File: src/rtl/adc_scan_scheduler.sv
// Scan controller for the adc_18s022 driver: on each period tick it converts every
// enabled channel in ascending order, keeps the latest result per channel and streams samples out.
module adc_scan_scheduler #(
  parameter int PERIOD_W = 16,
  parameter int TIMEOUT  = 1023
) (
  input  logic                Clk,
  input  logic                Rst,
  input  logic                Scan_en,
  input  logic [7:0]          Chan_mask,
  input  logic [PERIOD_W-1:0] Period,
  output logic                En_convert,
  output logic [2:0]          Adc_channel,
  input  logic                Convert_done,
  input  logic [11:0]         Adc_result,
  output logic                Sample_valid,
  output logic [2:0]          Sample_channel,
  output logic [11:0]         Sample_data,
  output logic                Scan_done,
  input  logic [2:0]          Rd_channel,
  output logic [11:0]         Rd_data,
  output logic                Busy,
  output logic                Overrun,
  output logic                Timeout_err
);

  localparam int TO_W = $clog2(TIMEOUT + 1);

  typedef enum logic [2:0] {IDLE, SELECT, START, WAIT_DONE, STORE} state_t;

  state_t              r_state;
  logic [PERIOD_W-1:0] r_tick_cnt;
  logic [7:0]          r_scan_mask;
  logic [TO_W-1:0]     r_to_cnt;
  logic [11:0]         r_cap;
  logic [11:0]         r_result [8];
  logic                r_en_convert;
  logic [2:0]          r_chan;
  logic                r_sample_valid;
  logic [2:0]          r_sample_ch;
  logic [11:0]         r_sample_data;
  logic                r_scan_done;
  logic                r_busy;
  logic                r_overrun;
  logic                r_timeout_err;

  logic                w_tick;
  logic                w_more;
  logic [2:0]          w_low_ch;

  // Period of 0 or 1 yields a tick every cycle while scanning is enabled.
  assign w_tick = Scan_en && ((Period == '0) || (r_tick_cnt == Period - 1'b1));
  assign w_more = (r_scan_mask != 8'd0) && Scan_en;

  always_comb begin
    w_low_ch = 3'd0;
    for (int i = 7; i >= 0; i--) begin
      if (r_scan_mask[i]) w_low_ch = 3'(i);
    end
  end

  always_ff @(posedge Clk) begin
    if (Rst || !Scan_en || w_tick) r_tick_cnt <= '0;
    else                           r_tick_cnt <= r_tick_cnt + 1'b1;
  end

  always_ff @(posedge Clk) begin
    if (Rst) begin
      r_state        <= IDLE;
      r_scan_mask    <= 8'd0;
      r_to_cnt       <= '0;
      r_cap          <= 12'd0;
      r_en_convert   <= 1'b0;
      r_chan         <= 3'd0;
      r_sample_valid <= 1'b0;
      r_sample_ch    <= 3'd0;
      r_sample_data  <= 12'd0;
      r_scan_done    <= 1'b0;
      r_busy         <= 1'b0;
      r_overrun      <= 1'b0;
      r_timeout_err  <= 1'b0;
      for (int i = 0; i < 8; i++) r_result[i] <= 12'd0;
    end else begin
      r_en_convert   <= 1'b0;
      r_sample_valid <= 1'b0;
      r_scan_done    <= 1'b0;
      if (w_tick && r_busy) r_overrun <= 1'b1;

      case (r_state)
        IDLE: begin
          if (w_tick && (Chan_mask != 8'd0)) begin
            r_scan_mask <= Chan_mask;
            r_busy      <= 1'b1;
            r_state     <= SELECT;
          end
        end
        SELECT: begin
          r_chan       <= w_low_ch;
          r_scan_mask  <= r_scan_mask & (r_scan_mask - 8'd1);
          r_en_convert <= 1'b1;
          r_state      <= START;
        end
        START: begin
          r_to_cnt <= '0;
          r_state  <= WAIT_DONE;
        end
        WAIT_DONE: begin
          if (Convert_done) begin
            r_cap   <= Adc_result;
            r_state <= STORE;
          end else if (r_to_cnt == TO_W'(TIMEOUT - 1)) begin
            // Abandon this channel without a sample and carry on with the scan.
            r_timeout_err <= 1'b1;
            if (w_more) begin
              r_state <= SELECT;
            end else begin
              r_scan_done <= 1'b1;
              r_busy      <= 1'b0;
              r_state     <= IDLE;
            end
          end else begin
            r_to_cnt <= r_to_cnt + 1'b1;
          end
        end
        STORE: begin
          r_result[r_chan] <= r_cap;
          r_sample_valid   <= 1'b1;
          r_sample_ch      <= r_chan;
          r_sample_data    <= r_cap;
          if (w_more) begin
            r_state <= SELECT;
          end else begin
            r_scan_done <= 1'b1;
            r_busy      <= 1'b0;
            r_state     <= IDLE;
          end
        end
        default: r_state <= IDLE;
      endcase
    end
  end

  assign En_convert     = r_en_convert;
  assign Adc_channel    = r_chan;
  assign Sample_valid   = r_sample_valid;
  assign Sample_channel = r_sample_ch;
  assign Sample_data    = r_sample_data;
  assign Scan_done      = r_scan_done;
  assign Busy           = r_busy;
  assign Overrun        = r_overrun;
  assign Timeout_err    = r_timeout_err;
  assign Rd_data        = r_result[Rd_channel];

endmodule

File: config.mk
export PLATFORM = sky130hd
export DESIGN_NAME = adc_scan_scheduler
export DESIGN_NICKNAME = d
export VERILOG_FILES = /design/src/rtl/adc_scan_scheduler.sv
export SDC_FILE = /design/constraint.sdc
export NUM_CORES = 1
export LEC_CHECK = 0
export ABC_AREA = 1
export BUFFER_PORTS_ARGS = -buffer_cell sky130_fd_sc_hd__buf_4
export CORE_MARGIN = 8
export CORE_UTILIZATION = 61
export CTS_BUF_LIST = sky130_fd_sc_hd__clkbuf_8
export CTS_CLUSTER_SIZE = 12
export DETAILED_ROUTE_END_ITERATION = 10
export PLACE_DENSITY = 0.91
export REMOVE_ABC_BUFFERS = 1
export SKIP_CTS_REPAIR_TIMING = 1
export SYNTH_ARGS = -nofsm -noshare
export SYNTH_HDL_FRONTEND = slang
export SYNTH_SLANG_ARGS = --single-unit
File: constraint.sdc
create_clock -name Clk -period 2.4 [get_ports Clk]
set_input_delay 0.12 -clock Clk [delete_from_list [all_inputs] [get_ports Clk]]
set_output_delay 0.12 -clock Clk [all_outputs]
set_load 0.01 [all_outputs]
==> qor.csv <==
stage,metric,value,unit
sta,fmax,446,MHz
floorplanning,start_util,0.618,
sta,setup_viol,0,
status,violations,hold timing,
sta,fin_crit_sh,0.934,
critical_path,startpoint_type,flop,
synth,async_reset_ff_frac,0,
cells_and_area,area_growth,16.8,%
clock_tree,clkSinkCount,169,
critical_path,regToRegSetupSlack,0.16,ns
synth,syn_inst,982,
hold_path,whs_endpoint,r_scan_mask[6],
status,outcome,finished with violations,
sta,hold_viol_final,1,
synth,ys_ff_latch,169,
global_routing,grt_max_degree,49,
power_and_ir_drop,power.switching,1.51,mW
cells_and_area,fin_nets,1125,
place,io_buffers,78,
floorplanning,dieWidth,131,um
global_routing,use_met3,0.0545,
synth,synth_area_per_cell,8.23,um2
clock_tree,cts.path.max_buffers,2,
hold_path,worstHoldStart,Chan_mask[6],
global_routing,grt_pass1_vias,6989,
floorplanning,core-area,13100,um2
detailed_routing,wl_per_cell,16.2,um
power_and_ir_drop,power_frac_comb,0.110,
detailed_routing,drtIter0Drc,798,
sta,holdWs,-0.00294,ns
floorplanning,ioPinCount,79,
clock_tree,clock_latency,0.47,ns
global_routing,use_met2,0.402,
hold_path,hold_depth,5,
cells_and_area,drive_gt1_frac,0.145,
power_and_ir_drop,clock_power_share,0.353,
global_routing,grt.total_usage,0.235,
critical_path,reg2regPathDepth,12,
synth,yosys_most_used_dff,edfxtp_1,
floorplanning,die_area,17200,um2
critical_path,cp_max_fo,4,
sta,skew,0.0114,ns
clock_tree,cts.clk_slew.worst_paths,0.09,ns
sta,worstMarginPinSlew,0.740,ns
cells_and_area,diodes,0,
detailed_routing,firstDrtPassIters,6,
clock_tree,cts_tree,built,
place,gp_congestion,0.914,
global_routing,busiest_layer,met2,
sta,max-slew-margin-rel,0.506,
floorplanning,die_h,131,um
synth,ys_warn_count,0,
clock_tree,cts_buffers,17,
floorplanning,row_count,42,
global_routing,use_met1,0.278,
synth,yosysUniqueCellTypes,42,
synth,synth_area,8080,um2
power_and_ir_drop,swShare,0.255,
critical_path,r2r_end,Overrun,
clock_tree,cts_root_buf,clkbuf_8,
global_routing,antenna_found_initial,0,
hold_path,hp-class,in -> reg,
detailed_routing,viasPerCell,5.64,
detailed_routing,drc,0,
synth,synth-edff-count,96,
sta,min_period,2.24,ns
critical_path,cp.required,2.81,ns
power_and_ir_drop,p_seq_frac,0.537,
global_routing,grt-ovfl-total,0,
place,dp_hpwl,14.3,mm
detailed_routing,antenna_left,0,
critical_path,r2r-start,r_tick_cnt[13],
sta,postLayoutSetupSlackWorst,0.158,ns
sta,slew_violations,0,
job,max-cap-violations,0,
critical_path,path_class,reg -> reg,
power_and_ir_drop,p_leak,3.67,nW
synth,seq_area_frac_synth,0.538,
place,pre_cts_ws,0.192,ns
power_and_ir_drop,power_density,627,nW/um2
power_and_ir_drop,intPower,4.41,mW
clock_tree,htreeDepth,4,
critical_path,crit_arrival,2.65,ns
global_routing,grt_pass1_wl,33.4,mm
detailed_routing,num_vias,7136,
detailed_routing,wl,20.4,mm
critical_path,end_kind,flop,
power_and_ir_drop,ir_worst_vdd,0.335,mV
state kept, by name (all words and copies together), names as in the netlist:
register	count
Scan_done	1
En_convert	1
Busy	1
r_cap	12
r_tick_cnt	16
Timeout_err	1
Sample_valid	1
r_state	3
r_result	96
Adc_channel	3
Sample_channel	3
Sample_data	12
Overrun	1
r_to_cnt	10
r_scan_mask	8
cells in the final DEF, fill, tap and decap left out, types with 3 or more instances in the layout:
cell	instances
nor2_1	256
nand2_1	130
buf_4	100
edfxtp_1	96
o21ai_0	91
inv_1	79
dfxtp_1	73
nand3_1	44
a21oi_1	40
clkbuf_8	17
clkinv_1	16
dlygate4sd3_1	13
o22ai_1	12
a31oi_1	12
nor3_1	12
xor2_1	10
nand4_1	10
nor2_2	8
nand2_2	6
nor4_1	6
xnor2_1	5
nand3b_1	5
ha_1	5
nor2_4	4
nor3b_1	4
inv_6	4
o31ai_1	3
bufinv_16	3
Yosys cell counts, types with 3 or more instances:
cell type,number,share of area
o31ai_1,3,0.0028
o21ai_0,91,0.056
xor2_1,10,0.011
a31oi_1,12,0.0093
edfxtp_1,96,0.36
nor3b_1,4,0.0037
nand4_1,10,0.0077
nand3b_1,5,0.0046
nor2_2,7,0.0054
nor2_4,4,0.0056
a21oi_1,40,0.025
dfxtp_1,73,0.18
nand3_1,44,0.027
ha_1,5,0.0077
clkinv_1,14,0.0065
inv_1,78,0.036
nor4_1,6,0.0046
clkbuf_1,27,0.013
nand2_2,6,0.0046
xnor2_1,5,0.0054
o22ai_1,12,0.0093
nor2_1,257,0.12
nand2_1,130,0.060
buf_2,7,0.0043
nor3_1,12,0.0074
logic make-up (layout without fill, tap and decap cells):
| family | after synthesis | count (layout) | share of synthesized area |
|---|---|---|---|
| simple gates | 495 | 495 | 0.264 |
| xor+xnor | 15 | 15 | 0.0163 |
| compound gates | 168 | 168 | 0.112 |
| buf+inv | 130 | 238 | 0.0624 |
| flops | 169 | 169 | 0.538 |
| fa+ha+maj | 5 | 5 | 0.00774 |
metrics by stage:
step / area (um2) / instances / TNS [ns] / total power, mW / utilization
CTS: 9310 / 1253 / 0 / 5.90 / 0.711
detailed placement: 8900 / 1221 / 0 / 3.87 / 0.680
finish: 9440 / 1266 / 0 / 5.91 / 0.721
global placement: 8900 / 1221 / 0 / 3.85 / 0.680
global route: 9440 / 1266 / -0.00989 / 6.14 / 0.721
floorplan: 7930 / 945 / 0 / 3.60 / -
worst max-delay path by stage:
stage               depth (start not counted)        endpoint      startpoint  slack (ns)
floorplan                                   9  r_result[0][0]      r_state[0]        0.15
global placement                           15   r_tick_cnt[4]       Period[0]        0.31
detailed placement                         15  r_tick_cnt[12]       Period[0]        0.19
CTS                                         9  r_result[1][8]      r_state[0]        0.23
global route                               12         Overrun  r_tick_cnt[13]      -0.003
finish                                     12         Overrun  r_tick_cnt[13]        0.16
power by group through the flow:
stage | combinational, mW | clock (mW) | sequential (mW)
final | 0.649 | 2.09 | 3.18
after global routing | 0.728 | 2.22 | 3.19
after CTS | 0.627 | 2.10 | 3.18
after detailed placement | 0.623 | 0 | 3.24
after global placement | 0.608 | 0 | 3.24
after floorplan | 0.370 | 0 | 3.23
worst max-delay path, stage by stage (launching register included):
cell and delay (ns):
dfxtp_1 0.42, xor2_1 0.32, nand3_1 0.13, nand2_1 0.09, nand2_1 0.06, inv_1 0.05
nand2_1 0.04, nor2_1 0.08, nand2_1 0.08, nand2_1 0.14, nand3_1 0.10, a21oi_1 0.12
dlygate4sd3_1 0.55
layer usage:
layer | share of wire | vias to the layer above | wire length [um]
li1 | - | 3453 | -
met1 | 0.40 | 3306 | 8200
met2 | 0.51 | 339 | 10300
met3 | 0.074 | 38 | 1500
met4 | 0.020 | 0 | 405
met5 | 0 | - | 0
layout make-up:
cell class | instances | area (um2)
clock inverter | 15 | 174
timing repair buffer | 113 | 881
multi-input combinational | 683 | 3240
inverter | 93 | 349
tap | 176 | 220
clock buffer | 17 | 234
sequential | 169 | 4340
fill | 966 | 3650
Note: power is estimated with default switching activity, not from simulation.
